$ cat config.mk
export PLATFORM = sky130hd
export DESIGN_NAME = apb_csr_master
export DESIGN_NICKNAME = d
export VERILOG_FILES = /design/src/rtl/apb_csr_master.sv
export SDC_FILE = /design/constraint.sdc
export NUM_CORES = 1
export LEC_CHECK = 0
export ABC_CLOCK_PERIOD_IN_PS = 1900
export BUFFER_PORTS_ARGS = -buffer_cell sky130_fd_sc_hd__buf_2
export CAP_MARGIN = 10
export CORE_ASPECT_RATIO = 1.5
export CORE_MARGIN = 4
export CORE_UTILIZATION = 40
export CTS_CLUSTER_DIAMETER = 150
export CTS_CLUSTER_SIZE = 25
export DETAILED_ROUTE_END_ITERATION = 16
export HOLD_SLACK_MARGIN = 0.12
export PLACE_DENSITY = 0.64
export SLEW_MARGIN = 10
export SYNTH_ARGS = -nofsm -noshare
export SYNTH_HDL_FRONTEND = slang
export SYNTH_SLANG_ARGS = --single-unit
$ cat constraint.sdc
create_clock -name i_clk -period 1.9 [get_ports i_clk]
set_clock_uncertainty 0.1 [all_clocks]
set_input_delay 0.285 -clock i_clk [delete_from_list [all_inputs] [get_ports i_clk]]
set_output_delay 0.285 -clock i_clk [all_outputs]
set_load 0.02 [all_outputs]
$ cat src/rtl/apb_csr_master.sv
// APB requester: turns single valid/ready read/write commands into one APB
// SETUP+ACCESS transfer each and reports completion on a one-cycle response strobe.
module apb_csr_master #(
   parameter int unsigned ADDR_W      = 3,
   parameter int unsigned DATA_W      = 8,
   parameter int unsigned TIMEOUT_CYC = 16
) (
   input  logic              i_clk,
   input  logic              i_rst,
   input  logic              i_cmd_valid,
   input  logic              i_cmd_write,
   input  logic [ADDR_W-1:0] i_cmd_addr,
   input  logic [DATA_W-1:0] i_cmd_wdata,
   output logic              o_cmd_ready,
   output logic              o_rsp_valid,
   output logic [DATA_W-1:0] o_rsp_rdata,
   output logic              o_rsp_err,
   output logic              o_busy,
   output logic              o_psel,
   output logic              o_penable,
   output logic              o_pwrite,
   output logic [ADDR_W-1:0] o_paddr,
   output logic [DATA_W-1:0] o_pwdata,
   input  logic [DATA_W-1:0] i_prdata,
   input  logic              i_pready,
   input  logic              i_pslverr
);

   localparam int unsigned CNT_W = (TIMEOUT_CYC < 2) ? 1 : $clog2(TIMEOUT_CYC + 1);

   typedef enum logic [1:0] {
      ST_IDLE,
      ST_SETUP,
      ST_ACCESS
   } state_e;

   state_e             state_q, state_d;
   logic [CNT_W-1:0]   cnt_q, cnt_d;
   logic [CNT_W-1:0]   cnt_inc;
   logic               cmd_ready_q, cmd_ready_d;
   logic               rsp_valid_q, rsp_valid_d;
   logic [DATA_W-1:0]  rsp_rdata_q, rsp_rdata_d;
   logic               rsp_err_q, rsp_err_d;
   logic               busy_q, busy_d;
   logic               psel_q, psel_d;
   logic               penable_q, penable_d;
   logic               pwrite_q, pwrite_d;
   logic [ADDR_W-1:0]  paddr_q, paddr_d;
   logic [DATA_W-1:0]  pwdata_q, pwdata_d;
   logic               accept;
   logic               timeout_hit;

   assign accept  = (state_q == ST_IDLE) && i_cmd_valid && cmd_ready_q;
   assign cnt_inc = cnt_q + 1'b1;
   // Abort fires on the edge that would bring the PREADY-low count up to the limit.
   assign timeout_hit = (TIMEOUT_CYC != 0) && (state_q == ST_ACCESS) && !i_pready &&
                        (cnt_inc == CNT_W'(TIMEOUT_CYC));

   always_ff @(posedge i_clk or posedge i_rst) begin
      if (i_rst) begin
         state_q     <= ST_IDLE;
         cnt_q       <= '0;
         cmd_ready_q <= 1'b0;
         rsp_valid_q <= 1'b0;
         rsp_rdata_q <= '0;
         rsp_err_q   <= 1'b0;
         busy_q      <= 1'b0;
         psel_q      <= 1'b0;
         penable_q   <= 1'b0;
         pwrite_q    <= 1'b0;
         paddr_q     <= '0;
         pwdata_q    <= '0;
      end else begin
         state_q     <= state_d;
         cnt_q       <= cnt_d;
         cmd_ready_q <= cmd_ready_d;
         rsp_valid_q <= rsp_valid_d;
         rsp_rdata_q <= rsp_rdata_d;
         rsp_err_q   <= rsp_err_d;
         busy_q      <= busy_d;
         psel_q      <= psel_d;
         penable_q   <= penable_d;
         pwrite_q    <= pwrite_d;
         paddr_q     <= paddr_d;
         pwdata_q    <= pwdata_d;
      end
   end

   always_comb begin
      state_d = state_q;
      case (state_q)
         ST_IDLE:   if (accept) state_d = ST_SETUP;
         ST_SETUP:  state_d = ST_ACCESS;
         ST_ACCESS: if (i_pready || timeout_hit) state_d = ST_IDLE;
         default:   state_d = ST_IDLE;
      endcase
   end

   // Outputs are registered, so their next values follow the next state.
   always_comb begin
      cnt_d       = cnt_q;
      rsp_valid_d = 1'b0;
      rsp_rdata_d = rsp_rdata_q;
      rsp_err_d   = rsp_err_q;
      pwrite_d    = pwrite_q;
      paddr_d     = paddr_q;
      pwdata_d    = pwdata_q;
      psel_d      = (state_d != ST_IDLE);
      penable_d   = (state_d == ST_ACCESS);
      busy_d      = (state_d != ST_IDLE);
      cmd_ready_d = (state_d == ST_IDLE);

      if (accept) begin
         pwrite_d = i_cmd_write;
         paddr_d  = i_cmd_addr;
         pwdata_d = i_cmd_wdata;
         cnt_d    = '0;
      end

      if (state_q == ST_ACCESS) begin
         if (i_pready) begin
            rsp_valid_d = 1'b1;
            rsp_err_d   = i_pslverr;
            rsp_rdata_d = pwrite_q ? '0 : i_prdata;
         end else begin
            cnt_d = cnt_inc;
            if (timeout_hit) begin
               rsp_valid_d = 1'b1;
               rsp_err_d   = 1'b1;
               rsp_rdata_d = '0;
            end
         end
      end
   end

   assign o_cmd_ready = cmd_ready_q;
   assign o_rsp_valid = rsp_valid_q;
   assign o_rsp_rdata = rsp_rdata_q;
   assign o_rsp_err   = rsp_err_q;
   assign o_busy      = busy_q;
   assign o_psel      = psel_q;
   assign o_penable   = penable_q;
   assign o_pwrite    = pwrite_q;
   assign o_paddr     = paddr_q;
   assign o_pwdata    = pwdata_q;

endmodule

==> flow_metrics.tcl <==
set metrics [dict create \
    wire_per_inst_um 14.02 \
    routed_via_density 4.926 \
    status "completed" \
    leakage_uw 0.0009089 \
    diodes 0 \
    route.detailed.drc 0 \
    async_reset_ff_share_pct 100.0 \
    crit_path_top_delay_cell "dfrtp_1" \
    r2r_setup_slack_ns 0.22 \
    dpl-instance-area_sq_um 1677 \
    drive_above_1_share_pct 38.07 \
    syn_avg_cell_area_sq_um 11.96 \
    crit_required_ns 1.99 \
    num_rows 25 \
    die_x_um 55.87 \
    crit_chain "ha_1 -> and3_1 -> a21oi_1 -> o21ai_2 -> o21ai_0" \
    cts_num_sinks 32 \
    die-area_sq_um 4459 \
    drt_iter0_drc 23 \
    fp.dieH_um 79.81 \
    nets 203 \
    drv_slew 0 \
    synth_cell_types 29 \
    cts_buffers 5 \
    tightest_slew_ns 0.5503 \
    hold_class "in -> reg" \
    synth_edf_count 0 \
    grt_pass1_vias 1163 \
    ant_nets 0 \
    drv_cap 0 \
    syn_area_sq_um 1375 \
    path_class "reg -> reg" \
    ys_seq_elements 32 \
    drt-pass1-iter-count 4 \
    clkTransAtPathRegs_ns 0.06 \
    rsz0062_at_grt "no" \
    vias 1064 \
    grt_max_degree 33 \
    postSynthCellCount 115 \
    cts-root-buf "clkbuf_8" \
    fin_crit_sh_pct 88.54 \
    core_sq_um 3222 \
    setup_viol 0 \
    syn_nets 142 \
    yosys_warnings 0 \
    fin_area_sq_um 1818 \
    grt_pass1_wl_mm 5.368 \
    ir_worst_vdd_mv 0.8293 \
    gp_congestion 0.7765 \
    yosysSeqAreaShare_pct 58.23 \
    area_growth_pct 32.21 \
    critPathMaxStageDelay_ns 0.43 \
    critPathLaunchType "flip-flop" \
    worstPathMaxFanout 11 \
    fin_setup_tns_ns 0 \
    synth_flop_cell "dfrtp_1" \
    io_pins 51 \
    dp_hpwl_mm 2.270 \
    cp.arrival_ns 1.77 \
    worstSetupEndpointType "flip-flop" \
    post-cts-setup-buffers 0 \
    htreeDepth 2 \
    maxSlewHeadroom_pct 63.18 \
    numPortBuffers 50 \
    worst-path-buf-inv 0 \
    overflow 0 \
    fmax_mhz 594.5 \
    fin_crit_ns 1.682 \
    hold_viol 0 \
    pwr_density_cell_nw_per_um2 1593 \
    start_util_pct 42.68 \
    cts_max_path_buffers 2 \
    grt_use_total_pct 15.60 \
    routed_wl_mm 3.029 \
    antenna_found_initial 0 \
    cts_tree "built" \
    cp_top_family "compound AO/OA/AOI/OAI gates" \
    clk_latency_ns 0.28 \
]
synthesized netlist by cell type (2+ instances only):
cell,count,area [sq um]
dfrtp_1,32,800.8
nor2b_1,2,12.51
buf_2,2,10.01
nand3b_1,2,15.01
a22oi_1,8,60.06
mux2_1,9,101.4
mux2_2,4,45.04
a21boi_0,2,15.01
o21ai_0,12,60.06
a21oi_1,3,15.01
nand2_1,2,7.510
o21ai_1,4,20.02
ha_1,2,25.02
nand2b_1,2,12.51
nor3_1,2,10.01
a22o_1,2,17.52
buf_4,2,15.01
nor2_1,3,11.26
inv_1,10,37.54
stage by stage:
stage | worst slack [ns] | total power [uW] | utilization [%] | hold slack, ns | std cells
finish | 0.2178 | 2896 | 56.43 | 0.1275 | 216
global route | 0.05700 | 3114 | 56.43 | 0.1302 | 216
CTS | 0.04996 | 2939 | 56.31 | 0.1200 | 216
detailed placement | 0.06640 | 2444 | 52.04 | 0.2831 | 203
global placement | 0.1245 | 2393 | 52.04 | 0.2822 | 203
floorplan | 0.3690 | 2004 | - | 0.3012 | 115
area by class of cell:
type                            count  area (sq um)
Multi-Input combinational cell     68         519.2
Sequential cell                    32         800.8
Timing Repair Buffer               59         332.8
Clock buffer                        6         72.57
Fill cell                         303          1404
Tap cell                           40         50.05
Clock inverter                      1         5.005
Inverter                           10         37.54
path summary, 6_finish.rpt:
kind | start | to | depth (start not counted)
hold reg to reg | o_paddr[0] | o_paddr[0] | 1
setup reg to reg | cnt_q[0] | o_penable | 5
min in group asynchronous | i_rst | cnt_q[0] | 4
max in group asynchronous | i_rst | o_rsp_rdata[7] | 4
hold / removal | i_cmd_wdata[6] | o_pwdata[6] | 2
setup / recovery | cnt_q[0] | o_penable | 5
power breakdown:
part	internal, uW	switching [uW]	total, uW
registers	972	203	1180
clock network	248	225	473
logic	522	726	1250
worst register-to-register path, delay by kind of cell, from the launching register on:
| family | cells | cell delay (ns) |
|---|---|---|
| fa+ha+maj | 1 | 0.27 |
| compound gates | 3 | 0.62 |
| simple gates | 1 | 0.18 |
| flops | 1 | 0.43 |
registers in the layout, summed over array words and instances, names as in the netlist:
name and flops:
o_rsp_err 1, o_penable 1, o_pwrite 1, o_pwdata 8, o_rsp_valid 1, o_paddr 3
cnt_q 5, state_q 2, o_rsp_rdata 8, o_cmd_ready 1, o_psel 1
placed cells by master (no fill, tap or decap), drive strengths merged:
cell type     n
nor4bb        1
and3          1
nand2b        2
xnor2         1
nand3         1
nand3b        2
nand2         2
a21oi         3
dfrtp        32
nor2b         2
nor3b         1
inv          10
a22oi         8
dlygate4sd3   6
buf          53
clkinv        1
o21a          1
ha            2
clkbuf        6
a22o          2
nor3          2
mux2         13
o21ai        16
and4b         1
a21boi        2
nor2          4
o22ai         1
logic make-up (layout without fill, tap and decap cells):
| family | Yosys count | after routing | share of synthesized area [%] |
|---|---|---|---|
| flops | 32 | 32 | 58.23 |
| xor+xnor | 1 | 1 | 0.6371 |
| fa+ha+maj | 2 | 2 | 1.820 |
| compound gates | 33 | 33 | 14.65 |
| mux | 13 | 13 | 10.65 |
| buf+inv | 15 | 76 | 5.368 |
| simple gates | 19 | 19 | 8.644 |
metal layers:
layer	GRT usage, %	up-vias	wire [um]
met5	0	-	0
met4	9.264	0	88
met3	5.016	9	242
met2	26.90	44	1571
met1	16.50	482	1126
li1	-	529	-
repair_timing:
action | in CTS | in global routing
resized for setup | 0 | 1
endpoints found under the setup margin | 0 | 11
hold buffers | 6 | 0
hold endpoints to repair | 37 | 0
Power figures use the tool's default switching activity.
